**src/rtl/exc_ctrl_pkg.sv**
```systemverilog
// Shared exception definitions: ExcCode values, sequencer states, request bundle.
// Latency: n/a (definitions only).
// Backpressure: n/a.
package exc_ctrl_pkg;

    // MIPS ExcCode values as written into Cause[6:2]
    localparam logic [4:0] EXC_INT  = 5'd0;
    localparam logic [4:0] EXC_ADEL = 5'd4;
    localparam logic [4:0] EXC_ADES = 5'd5;
    localparam logic [4:0] EXC_SYS  = 5'd8;
    localparam logic [4:0] EXC_BP   = 5'd9;
    localparam logic [4:0] EXC_RI   = 5'd10;
    localparam logic [4:0] EXC_OV   = 5'd12;

    localparam logic [31:0] EXC_VECTOR_DEFAULT = 32'hBFC0_0380;

    typedef enum logic [1:0] {
        ST_IDLE     = 2'd0,
        ST_FLUSH    = 2'd1,
        ST_REDIRECT = 2'd2
    } state_e;

    // Source of the BadVAddr value for the selected exception
    typedef enum logic [1:0] {
        BV_NONE = 2'd0,
        BV_PC   = 2'd1,
        BV_ADDR = 2'd2
    } bv_sel_e;

    // Per-instruction request bundle, listed in priority order (highest first)
    typedef struct packed {
        logic intr;
        logic if_adel;
        logic ri;
        logic ov;
        logic sys;
        logic bp;
        logic adel;
        logic ades;
        logic eret;
    } exc_req_t;

    // EPC points at the branch when the faulting instruction sits in its delay slot
    function automatic logic [31:0] epc_of(input logic [31:0] pc, input logic ds);
        return ds ? (pc - 32'd4) : pc;
    endfunction

endpackage

```
**src/rtl/exc_prio_enc.sv**
```systemverilog
// Priority encoder: picks the single highest-priority exception (or ERET) from the request bundle.
// Latency: purely combinational, zero cycles.
// Backpressure: none; the caller decides when the result is consumed.
// Ports: req_i (request bundle) -> exc_valid_o, exc_code_o, is_eret_o, bv_sel_o.
module exc_prio_enc
    import exc_ctrl_pkg::*;
(
    input  exc_req_t   req_i,
    output logic       exc_valid_o,
    output logic [4:0] exc_code_o,
    output logic       is_eret_o,
    output bv_sel_e    bv_sel_o
);

    always_comb begin
        exc_valid_o = 1'b1;
        exc_code_o  = EXC_INT;
        is_eret_o   = 1'b0;
        bv_sel_o    = BV_NONE;
        if (req_i.intr) begin
            exc_code_o = EXC_INT;
        end else if (req_i.if_adel) begin
            exc_code_o = EXC_ADEL;
            bv_sel_o   = BV_PC;
        end else if (req_i.ri) begin
            exc_code_o = EXC_RI;
        end else if (req_i.ov) begin
            exc_code_o = EXC_OV;
        end else if (req_i.sys) begin
            exc_code_o = EXC_SYS;
        end else if (req_i.bp) begin
            exc_code_o = EXC_BP;
        end else if (req_i.adel) begin
            exc_code_o = EXC_ADEL;
            bv_sel_o   = BV_ADDR;
        end else if (req_i.ades) begin
            exc_code_o = EXC_ADES;
            bv_sel_o   = BV_ADDR;
        end else begin
            // ERET only surfaces when no exception is present
            exc_valid_o = 1'b0;
            is_eret_o   = req_i.eret;
        end
    end

endmodule

```
**src/rtl/exc_ctrl.sv**
```systemverilog
// Exception/interrupt sequencer between MEM and CP0: select, latch, commit, flush, redirect.
// Latency: detection to commit pulse 1 cycle; detection to redirect FLUSH_CYCLES+1 cycles.
// Backpressure: none; requests seen outside IDLE are dropped and re-execute after the handler.
// Ports: MEM-stage instruction info and exception flags, hw_int_i, CP0 Status/Cause/EPC in;
//        CP0 commit pulses with code/EPC/BD/BadVAddr, flush/stall and fetch redirect out.
// Option: define EXC_INT_SYNC_EN to pass hw_int_i through a 2-flop synchronizer.
module exc_ctrl
    import exc_ctrl_pkg::*;
#(
    parameter logic [31:0] EXC_VECTOR   = EXC_VECTOR_DEFAULT,
    parameter int unsigned FLUSH_CYCLES = 2
) (
    input  logic        clk,
    input  logic        rst,
    input  logic        mem_valid_i,
    input  logic [31:0] mem_pc_i,
    input  logic        mem_delayslot_i,
    input  logic        exc_if_adel_i,
    input  logic        exc_ri_i,
    input  logic        exc_ov_i,
    input  logic        exc_sys_i,
    input  logic        exc_bp_i,
    input  logic        exc_adel_i,
    input  logic        exc_ades_i,
    input  logic        eret_i,
    input  logic [31:0] mem_addr_i,
    input  logic [5:0]  hw_int_i,
    input  logic [31:0] status_i,
    input  logic [31:0] cause_i,
    input  logic [31:0] epc_i,
    output logic        exc_commit_o,
    output logic        eret_commit_o,
    output logic [4:0]  exc_code_o,
    output logic [31:0] exc_epc_o,
    output logic        exc_bd_o,
    output logic [31:0] exc_badvaddr_o,
    output logic        exc_badvaddr_we_o,
    output logic        flush_o,
    output logic        stall_o,
    output logic        redirect_valid_o,
    output logic [31:0] redirect_pc_o
);

    localparam logic [3:0] FLUSH_INIT = 4'(FLUSH_CYCLES - 1);

    logic [5:0] hw_int_s;

`ifdef EXC_INT_SYNC_EN
    logic [5:0] int_meta_q;
    logic [5:0] int_sync_q;

    always_ff @(posedge clk) begin
        if (rst) begin
            int_meta_q <= '0;
            int_sync_q <= '0;
        end else begin
            int_meta_q <= hw_int_i;
            int_sync_q <= int_meta_q;
        end
    end

    assign hw_int_s = int_sync_q;
`else
    assign hw_int_s = hw_int_i;
`endif

    // Only IP/IM, IE and EXL take part in interrupt recognition
    logic unused_cp0_bits;
    assign unused_cp0_bits = ^{status_i[31:16], status_i[7:2], cause_i[31:10], cause_i[7:0]};

    logic int_pend;
    assign int_pend = (|({hw_int_s, cause_i[9:8]} & status_i[15:8])) & status_i[0] & ~status_i[1];

    exc_req_t   req;
    logic       pe_exc_valid;
    logic [4:0] pe_code;
    logic       pe_is_eret;
    bv_sel_e    pe_bv_sel;

    assign req = '{intr: int_pend, if_adel: exc_if_adel_i, ri: exc_ri_i, ov: exc_ov_i,
                   sys: exc_sys_i, bp: exc_bp_i, adel: exc_adel_i, ades: exc_ades_i,
                   eret: eret_i};

    exc_prio_enc u_prio (
        .req_i       (req),
        .exc_valid_o (pe_exc_valid),
        .exc_code_o  (pe_code),
        .is_eret_o   (pe_is_eret),
        .bv_sel_o    (pe_bv_sel)
    );

    state_e      state_q, state_d;
    logic [3:0]  cnt_q, cnt_d;
    logic        first_q, first_d;
    logic        is_eret_q, is_eret_d;
    logic [4:0]  code_q, code_d;
    logic [31:0] epc_q, epc_d;
    logic        bd_q, bd_d;
    logic [31:0] badvaddr_q, badvaddr_d;
    logic        bv_we_q, bv_we_d;
    logic [31:0] eret_pc_q, eret_pc_d;

    always_comb begin
        state_d    = state_q;
        cnt_d      = cnt_q;
        first_d    = 1'b0;
        is_eret_d  = is_eret_q;
        code_d     = code_q;
        epc_d      = epc_q;
        bd_d       = bd_q;
        badvaddr_d = badvaddr_q;
        bv_we_d    = bv_we_q;
        eret_pc_d  = eret_pc_q;
        case (state_q)
            ST_IDLE: begin
                if (mem_valid_i && pe_exc_valid) begin
                    state_d   = ST_FLUSH;
                    cnt_d     = FLUSH_INIT;
                    first_d   = 1'b1;
                    is_eret_d = 1'b0;
                    code_d    = pe_code;
                    epc_d     = epc_of(mem_pc_i, mem_delayslot_i);
                    bd_d      = mem_delayslot_i;
                    bv_we_d   = (pe_bv_sel != BV_NONE);
                    if (pe_bv_sel == BV_PC) begin
                        badvaddr_d = mem_pc_i;
                    end else if (pe_bv_sel == BV_ADDR) begin
                        badvaddr_d = mem_addr_i;
                    end
                end else if (mem_valid_i && pe_is_eret) begin
                    // ERET leaves the exception record untouched; only the return target is kept
                    state_d   = ST_FLUSH;
                    cnt_d     = FLUSH_INIT;
                    first_d   = 1'b1;
                    is_eret_d = 1'b1;
                    eret_pc_d = epc_i;
                end
            end
            ST_FLUSH: begin
                if (cnt_q == 4'd0) begin
                    state_d = ST_REDIRECT;
                end else begin
                    cnt_d = cnt_q - 4'd1;
                end
            end
            ST_REDIRECT: begin
                state_d = ST_IDLE;
            end
            default: begin
                state_d = ST_IDLE;
            end
        endcase
    end

    always_ff @(posedge clk) begin
        if (rst) begin
            state_q    <= ST_IDLE;
            cnt_q      <= '0;
            first_q    <= 1'b0;
            is_eret_q  <= 1'b0;
            code_q     <= '0;
            epc_q      <= '0;
            bd_q       <= 1'b0;
            badvaddr_q <= '0;
            bv_we_q    <= 1'b0;
            eret_pc_q  <= '0;
        end else begin
            state_q    <= state_d;
            cnt_q      <= cnt_d;
            first_q    <= first_d;
            is_eret_q  <= is_eret_d;
            code_q     <= code_d;
            epc_q      <= epc_d;
            bd_q       <= bd_d;
            badvaddr_q <= badvaddr_d;
            bv_we_q    <= bv_we_d;
            eret_pc_q  <= eret_pc_d;
        end
    end

    logic in_flush;
    logic in_redirect;
    assign in_flush    = (state_q == ST_FLUSH);
    assign in_redirect = (state_q == ST_REDIRECT);

    assign exc_commit_o      = in_flush & first_q & ~is_eret_q;
    assign eret_commit_o     = in_flush & first_q & is_eret_q;
    assign exc_code_o        = code_q;
    assign exc_epc_o         = epc_q;
    assign exc_bd_o          = bd_q;
    assign exc_badvaddr_o    = badvaddr_q;
    assign exc_badvaddr_we_o = bv_we_q & exc_commit_o;
    assign flush_o           = in_flush;
    assign stall_o           = in_flush;
    assign redirect_valid_o  = in_redirect;
    assign redirect_pc_o     = in_redirect ? (is_eret_q ? eret_pc_q : EXC_VECTOR) : 32'd0;

endmodule

```
**config.mk**
```make
export PLATFORM = sky130hd
export DESIGN_NAME = exc_ctrl
export DESIGN_NICKNAME = d
export VERILOG_FILES = /design/src/rtl/exc_ctrl_pkg.sv /design/src/rtl/exc_prio_enc.sv /design/src/rtl/exc_ctrl.sv
export SDC_FILE = /design/constraint.sdc
export NUM_CORES = 1
export LEC_CHECK = 0
export BUFFER_PORTS_ARGS = -buffer_cell sky130_fd_sc_hd__clkbuf_2
export CORE_UTILIZATION = 45
export DETAILED_ROUTE_END_ITERATION = 12
export GPL_TIMING_DRIVEN = 0
export PLACE_DENSITY = 0.91
export RECOVER_POWER = 25
export SETUP_SLACK_MARGIN = 0.05
export SLEW_MARGIN = 20
export SYNTH_ARGS = -nofsm -noshare
export SYNTH_HDL_FRONTEND = slang
export SYNTH_SLANG_ARGS = --single-unit
export TNS_END_PERCENT = 5
```
**constraint.sdc**
```tcl
create_clock -name clk -period 2.8 [get_ports clk]
set_input_delay 0 -clock clk [delete_from_list [all_inputs] [get_ports clk]]
set_output_delay 0 -clock clk [all_outputs]
set_load 0.05 [all_outputs]
```
### Word-level counts from Yosys, hierarchy flattened

Index checks and enable logic that the tools add are counted.

| storage, ports and cells | value |
|---|---|
| bits in registers | 111 |
| output and inout bits | 108 |

| cells by class | value |
|---|---|
| reductions and logical operators | 16 |
| bitwise operators | 11 |
| add/subtract/negate cells | 2 |
| mux-type cells | 49 |
| eq/ne operators | 7 |

Operator list:

| operator | number |
|---|---|
| $mux W32 | 5 |
| $mux W5 | 7 |
| $sub A32 B3 Y32 const B | 1 |
| $mux W2 | 11 |
| $mux W1 | 20 |
| $mux W4 | 3 |
| $reduce_and A3 Y1 | 3 |
| $and A8 B8 Y8 | 1 |
| $pmux W4 S2 | 1 |
| $reduce_bool A2 Y1 | 4 |
| $reduce_or A8 Y1 | 1 |
| $and A1 B1 Y1 | 6 |
| $reduce_and A2 Y1 | 3 |
| $eq A2 B1 Y1 const B | 2 |
| $eq A2 B2 Y1 const B | 2 |
| $logic_not A4 Y1 | 1 |
| $not A1 Y1 | 4 |
| $pmux W2 S2 | 1 |
| $sub A4 B1 Y4 const B | 1 |
| $mux W3 | 1 |
| $ne A3 B3 Y1 const B | 1 |
| $logic_and A1 B1 Y1 | 2 |
| $logic_not A2 Y1 | 1 |
| $ne A2 B1 Y1 const B | 1 |
| 2 further kinds | 2 |

### Logic depth before layout (Yosys ltp)

Gate-level depths: netlist of the first run.

| logic depth | value |
|---|---|
| depth after elaboration | 12 |
| gate-level depth with buffers | 10 |
| mapped depth without buffers | 8 |

### By module

From an unflattened synthesis of the first run, not the netlist that was laid out.

| second synthesis, totals | value |
|---|---|
| cell total of the unflattened synthesis | 650 |
| area total of the unflattened synthesis | 5361.4 um^2 |

Modules (own cells, without submodules):

| module | instances | sequential area each (um^2) | area an instance (um^2) | cells an instance |
|---|---|---|---|---|
| exc_ctrl | 1 | 2222.1 | 5241.3 | 630 |
| exc_prio_enc | 1 | 0.0 | 120.1 | 20 |

### Worst setup path before layout of the first run

No wires, ideal clock.

| path | value |
|---|---|
| kind | in2reg |
| start | in hw_int_i[1] |
| end | reg badvaddr_q[10] (netlist: exc_badvaddr_o[10]) |
| data arrival time | 2179 ps |
| path buffers | 2 |
| setup slack | 536 ps |
| stages on the path | 10 |
| required time | 2714 ps |
| path through | a22o_1 o41a_1 nor2_1 nand3b_1 ha_1 o311a_1 buf_2 clkbuf_1 nor2_1 a211oi_1 |

| on the way | value |
|---|---|
| cells in the longest elaborated chain, start to end | 8 |

Ends and longest elaborated chain:

| element | RTL line | source |
|---|---|---|
| start: declaration | exc_ctrl.sv:27 | `input logic [5:0] hw_int_i,` |
| $and A8 B8 Y8 * | exc_ctrl.sv:72 | `assign int_pend = (\|({hw_int_s, cause_i[9:8]} & status_i[15:8])) & status_i[0] & ~status_i[1];` |
| $reduce_or A8 Y1 * | exc_ctrl.sv:72 |  |
| $and A1 B1 Y1 * (2 in series) | exc_ctrl.sv:72 |  |
| $mux W2 | exc_prio_enc.sv:20 | `if (req_i.intr) begin` |
| $eq A2 B1 Y1 or $eq A2 B2 Y1 (tied branches) | exc_ctrl.sv:125, exc_ctrl.sv:127 |  |
| $reduce_bool A2 Y1 (no source line) | - |  |
| $reduce_and A3 Y1 (no source line) | - |  |
| end signal: assignment | exc_ctrl.sv:175 | `badvaddr_q <= badvaddr_d;` |
| end: declaration | exc_ctrl.sv:99 | `logic [31:0] badvaddr_q, badvaddr_d;` |

Every way passes the cells marked *; elsewhere a longest branch is shown, timed or not.
A chain may end at the register's enable or synchronous reset.

### Worst setup path after layout of the first run

| path | value |
|---|---|
| start | in exc_ri_i |
| end | reg badvaddr_q[11] (netlist: exc_badvaddr_o[11]) |

| on the way | value |
|---|---|
| cells in the longest elaborated chain, start to end | 6 |

Ends and longest elaborated chain:

| element | RTL line | source |
|---|---|---|
| start: declaration | exc_ctrl.sv:19 | `input logic exc_ri_i,` |
| $mux W2 | exc_prio_enc.sv:25 | `end else if (req_i.ri) begin` |
| $mux W2 | exc_prio_enc.sv:22 | `end else if (req_i.if_adel) begin` |
| $mux W2 | exc_prio_enc.sv:20 |  |
| $eq A2 B1 Y1 or $eq A2 B2 Y1 (tied branches) | exc_ctrl.sv:125, exc_ctrl.sv:127 |  |
| $reduce_bool A2 Y1 (no source line) | - |  |
| $reduce_and A3 Y1 (no source line) | - |  |

Several ways; a longest one is shown, not always the timed one.

==> impl_metrics.json, run 1 <==
{
  "outcome": "finished clean",
  "leakagePower_nw": 3.09,
  "drive_gt1_share_pct": 24.0,
  "whs_ns": 0.00320,
  "dr.pass1.iters": 4,
  "fin_nets": 1073,
  "synth_edf_count": 0,
  "start_util_pct": 46.0,
  "finClkSkew_ns": 0.00510,
  "p_comb_share_pct": 25.6,
  "numCtsBuffers": 9,
  "period_minus_slack_ns": 2.46,
  "final_common_cell": "clkbuf_2",
  "first_global_vias": 5282,
  "cts_max_path_buffers": 2,
  "gp_congestion": 0.811,
  "crit_type": "primary input to register",
  "slew_headroom_pct": 48.7,
  "synth-seq-cells": 110,
  "numPortBuffers": 230,
  "synthCells": 581,
  "hold_class": "primary input to register",
  "ys_async_sr_fraction_pct": 0,
  "setup_viol": 0,
  "drc": 0,
  "ios": 286,
  "final_cell_area_um2": 7520,
  "overflow": 0,
  "slew_viol_final": 0,
  "drtAntennaViolNets": 0,
  "grt_pass1_wl_mm": 25.4,
  "dieArea_um2": 12100,
  "nFillCells": 927,
  "vias": 5483,
  "timing_hold_violations_final": 0,
  "synthesis.area_um2": 5260,
  "crit_arrival_ns": 2.71,
  "cts_max_level": 3,
  "cts_sinks": 110,
  "clk_latency_ns": 0.35,
  "cp-end-kind": "register",
  "placedCellCount": 954,
  "yosys_warnings": 0,
  "fin_cells": 1037,
  "seqPwrFrac_pct": 41.6,
  "start_kind": "primary input",
  "worstPathRequired_ns": 3.05,
  "syn_to_final_growth_pct": 43.0,
  "chipWidth_um": 110,
  "post_drt_via_cell_ratio": 5.29,
  "maxCapViolCount": 0,
  "max_freq_ghz": 0.406,
  "drt_iter0_markers": 363,
  "syn-num-nets": 764,
  "hpwl_mm": 11.8,
  "p_switching_w": 0.00135,
  "clk_pin_slew_ns": 0.07,
  "cts-root-buf": "clkbuf_16",
  "yosysSeqAreaShare_pct": 41.9,
  "p_clk_share_pct": 32.8,
  "cts_setup_buffers": 0,
  "irDropWorstVdd_mv": 0.336,
  "mostFrequentLayoutCells": "178 x clkbuf_2, 112 x nor2_1, 110 x dfxtp_1, 82 x clkbuf_1, 68 x dlygate4sd3_1",
  "antenna_found_initial": 0,
  "rsz0062_at_grt": "false",
  "grtUsageTotal_pct": 27.4,
  "p_per_area_nw_per_um2": 549,
  "n_antenna_cell": 0,
  "syn_area_per_cell_um2": 9.05,
  "internal_power_w": 0.00278,
  "cts_tree": "done",
  "wl_mm": 17.2,
  "path_max_fanout": 10,
  "die_y_um": 110,
  "synth.distinct_cells": 44,
  "place_area_um2": 6590,
  "tightest_slew_ns": 0.770,
  "switching_share_pct": 32.8,
  "min_period_over_period_pct": 87.9,
  "grt_start_max_net_pins": 18,
  "wire_per_inst_um": 16.6,
  "fp.coreArea_um2": 11400,
  "synth-main-ff-cell": "dfxtp_1",
  "num_rows": 39
}
[path summary, 6_finish.rpt]
kind                   from                  to  slack (ns)  cells after the start
max                exc_ri_i  exc_badvaddr_o[11]        0.34                     10
min          mem_addr_i[22]  exc_badvaddr_o[22]       0.003                      3
max reg2reg      state_q[1]       eret_pc_q[26]        0.48                      6
min reg2reg   exc_code_o[1]       exc_code_o[1]        0.45                      2
[layout make-up]
type | instances | area [um^2] | area share [%]
sequential | 110 | 2200 | 29.3
buffer | 44 | 221 | 2.95
inverter | 9 | 33.8 | 0.449
multi-input combinational | 418 | 2800 | 37.3
tap | 143 | 179 | 2.38
clock inverter | 6 | 87.6 | 1.17
clock buffer | 9 | 225 | 3.00
timing repair buffer | 298 | 1760 | 23.5
[layer usage]
metal  vias up  GRT usage [%]  share of wire (%)
met5         -              0                  0
met4         0           10.3                2.0
met3        26           7.00                7.5
met2       221           51.7                 51
met1      2559           29.2                 39
li1       2677              -                  -
[critical path, cell delays in order]
cell	delay, ns
dlygate4sd3_1	0.55
clkbuf_2	0.14
nor4_1	0.47
nand3b_1	0.19
ha_1	0.31
o311a_1	0.14
buf_2	0.25
clkbuf_2	0.29
nor2_1	0.10
a211oi_1	0.28
[cell usage after synthesis, types with 5 or more instances]
cell type / count / area [um^2]
a211oi_1: 60 / 450
a21oi_1: 10 / 50.1
and2_1: 21 / 131
buf_2: 7 / 35.0
buf_6: 5 / 56.3
clkbuf_1: 30 / 113
dfxtp_1: 110 / 2200
ha_1: 5 / 62.6
inv_1: 9 / 33.8
mux2i_1: 64 / 641
nand2_1: 20 / 75.1
nand2b_1: 7 / 43.8
nand3b_1: 6 / 45.0
nor2_1: 112 / 420
nor3_1: 14 / 70.1
nor4_1: 15 / 93.8
o21a_1: 12 / 90.1
or3_1: 7 / 43.8
xnor2_1: 24 / 210
[timing repair]
item,CTS,global route
hold buffers,68,0
endpoints found under the hold margin,67,0
setup endpoints to repair,0,14
gates resized for setup,0,4
[cells by family (layout without fill, tap and decap cells)]
| logic type | count (synthesis) | count (layout) | share of synthesized area, % |
|---|---|---|---|
| compound gates | 102 | 102 | 14.7 |
| xor+xnor | 28 | 28 | 4.66 |
| fa+ha+maj | 5 | 5 | 1.19 |
| buf+inv | 53 | 366 | 4.81 |
| flops | 110 | 110 | 41.9 |
| mux | 64 | 64 | 12.2 |
| other cells | 1 | 1 | 0.0713 |
| simple gates | 218 | 218 | 20.5 |
[power by group through the flow]
stage               Clock (W)  Combinational, W  Sequential (W)
finish                0.00136           0.00106         0.00172
global route          0.00144           0.00113         0.00173
CTS                   0.00138           0.00106         0.00171
detailed placement          0          0.000983         0.00175
global placement            0          0.000967         0.00174
floorplan                   0          0.000381         0.00204
[per-stage QoR]
stage               total power [W]  utilization [%]  setup WS, ns  TNS (ns)
global placement            0.00271             57.7        0.0322         0
global route                0.00430             65.8        0.0861         0
detailed placement          0.00273             57.7       -0.0514    -0.132
floorplan                   0.00242                -         0.536         0
CTS                         0.00415             66.4         0.326         0
finish                      0.00413             65.8         0.338         0
[state kept, by name, indices dropped and copies added, names as in the netlist]
name and flops:
bv_we_q 1, cnt_q 4, eret_pc_q 32, exc_badvaddr_o 32, exc_bd_o 1, exc_code_o 4, exc_epc_o 32, first_q 1
is_eret_q 1, state_q 2
Note: power is estimated with default switching activity, not from simulation.
==> run 2, diff against run 1 <==
--- a/config.mk
+++ b/config.mk
@@ -6,13 +6,15 @@
 export NUM_CORES = 1
 export LEC_CHECK = 0
 export BUFFER_PORTS_ARGS = -buffer_cell sky130_fd_sc_hd__clkbuf_2
-export CORE_UTILIZATION = 45
+export CELL_PAD_IN_SITES_DETAIL_PLACEMENT = 0
+export CELL_PAD_IN_SITES_GLOBAL_PLACEMENT = 2
+export CORE_ASPECT_RATIO = 1.5
+export CORE_UTILIZATION = 24
 export DETAILED_ROUTE_END_ITERATION = 12
 export GPL_TIMING_DRIVEN = 0
-export PLACE_DENSITY = 0.91
+export PLACE_DENSITY = 0.89
 export RECOVER_POWER = 25
 export SETUP_SLACK_MARGIN = 0.05
-export SLEW_MARGIN = 20
 export SYNTH_ARGS = -nofsm -noshare
 export SYNTH_HDL_FRONTEND = slang
 export SYNTH_SLANG_ARGS = --single-unit
==> run 2 against run 1 <==
Against the previous run: the flow now finishes with violations (DRC); non-clock buffer count up 18; combinational power about the same; routed wire length up 6.9%; fmax down 4.9%; critical path type unchanged; largest power group unchanged.
==> impl_metrics.json, run 2 (same netlist as run 1, synthesis figures left out) <==
{
  "start_util_pct": 24.4,
  "cts-root-buf": "clkbuf_16",
  "final_util_pct": 36.2,
  "die_y_um": 183,
  "fp.coreArea_um2": 21600,
  "crit_type": "primary input to register",
  "dieArea_um2": 22500,
  "path_max_fanout": 10,
  "dr.pass1.iters": 10,
  "min_period_over_period_pct": 92.5,
  "syn_to_final_growth_pct": 48.6,
  "p_clk_share_pct": 30.6,
  "switching_share_pct": 34.9,
  "period_minus_slack_ns": 2.59,
  "cp-end-kind": "register",
  "final_common_cell": "clkbuf_2",
  "start_kind": "primary input",
  "setup_viol": 0,
  "cts_max_level": 3,
  "clk_latency_ns": 0.36,
  "vias": 5421,
  "seqPwrFrac_pct": 42.6,
  "post_drt_via_cell_ratio": 4.57,
  "antenna_found_initial": 0,
  "drive_gt1_share_pct": 23.3,
  "hpwl_mm": 14.0,
  "chipWidth_um": 123,
  "crit_arrival_ns": 2.87,
  "rsz0062_at_grt": "true",
  "tightest_slew_ns": 0.830,
  "leakagePower_nw": 3.13,
  "timing_hold_violations_final": 0,
  "irDropWorstVdd_mv": 0.274,
  "worstPathRequired_ns": 3.08,
  "first_global_vias": 5084,
  "wl_mm": 18.4,
  "cts_tree": "done",
  "fin_nets": 1091,
  "hold_class": "primary input to register",
  "tns_ns": 0,
  "drtAntennaViolNets": 0,
  "drt_iter0_markers": 124,
  "violations": "DRC",
  "gp_congestion": 0.759,
  "drc": 1,
  "ios": 286,
  "fin_ws_ns": 0.210,
  "maxCapViolCount": 0,
  "finClkSkew_ns": 0.00605,
  "grtUsageTotal_pct": 16.2,
  "slew_viol_final": 0,
  "grt_pass1_wl_mm": 27.2,
  "outcome": "finished, violations left",
  "numCtsBuffers": 9,
  "p_comb_share_pct": 26.8,
  "dp_slack_ns": -0.200,
  "grt_start_max_net_pins": 18,
  "overflow": 0,
  "slew_headroom_pct": 44.3,
  "num_rows": 66,
  "cts_setup_buffers": 0,
  "max_freq_ghz": 0.386,
  "p_per_area_nw_per_um2": 515,
  "cts_sinks": 110,
  "clk_pin_slew_ns": 0.07,
  "p_switching_w": 0.00140,
  "numPortBuffers": 230,
  "internal_power_w": 0.00262,
  "mostFrequentLayoutCells": "177 x clkbuf_2, 112 x nor2_1, 110 x dfxtp_1, 86 x dlygate4sd3_1, 85 x clkbuf_1",
  "n_antenna_cell": 0,
  "wire_per_inst_um": 15.6,
  "cts_max_path_buffers": 2
}
run 2: through the flow:
stage	hold slack, ns	instance area (um^2)	std cells	total power (W)
floorplan	0.136	5260	581	0.00242
global placement	0.234	6750	1083	0.00275
detailed placement	0.246	6750	1083	0.00276
CTS	0.0000563	7880	1185	0.00411
global route	0.00843	7810	1185	0.00424
finish	0.00591	7810	1185	0.00402
run 2: layer usage:
| metal | part of all wire, % | GRT usage [%] |
|---|---|---|
| met1 | 39 | 17.1 |
| met2 | 53 | 30.0 |
| met3 | 6.0 | 3.70 |
| met4 | 2.1 | 6.83 |
| met5 | 0 | 0 |
run 2: area by class of cell:
type,instances,area (um^2)
plain buffers,44,220
clock buffers,11,233
clock inverters,5,36.3
fillers,2272,13700
inverters,9,33.8
multi-input cells,418,2800
flip-flops and latches,110,2200
well taps,272,340
repair buffers,316,1940
run 2: worst max-delay path, stage by stage:
cell and delay [ns]:
dlygate4sd3_1 0.54, clkbuf_2 0.14, nor4_1 0.52, nand3b_1 0.20, ha_1 0.33, o311a_1 0.14, buf_2 0.26, clkbuf_1 0.44
nor2_1 0.08, a211oi_1 0.22
run 2: final timing paths:
kind	startpoint	endpoint	slack (ns)	depth (start not counted)
setup reg to reg	state_q[1]	exc_epc_o[18]	0.51	6
hold reg to reg	exc_epc_o[1]	exc_epc_o[1]	0.46	2
setup / recovery	exc_ri_i	exc_badvaddr_o[10]	0.21	10
hold / removal	mem_addr_i[2]	exc_badvaddr_o[2]	0.006	3
run 2: power by group through the flow:
stage               Sequential (W)  Combinational [W]  Clock, W
finish                     0.00171            0.00108   0.00123
global route               0.00172            0.00116   0.00135
CTS                        0.00171            0.00111   0.00129
detailed placement         0.00175            0.00101         0
global placement           0.00175            0.00101         0
floorplan                  0.00204           0.000381         0
run 2: repair_timing:
| action | 4_1_cts | 5_1_grt |
|---|---|---|
| endpoints found under the hold margin | 85 | 0 |
| resized for setup | 0 | 2 |
| endpoints found under the setup margin | 0 | 17 |
| hold buffers | 86 | 0 |
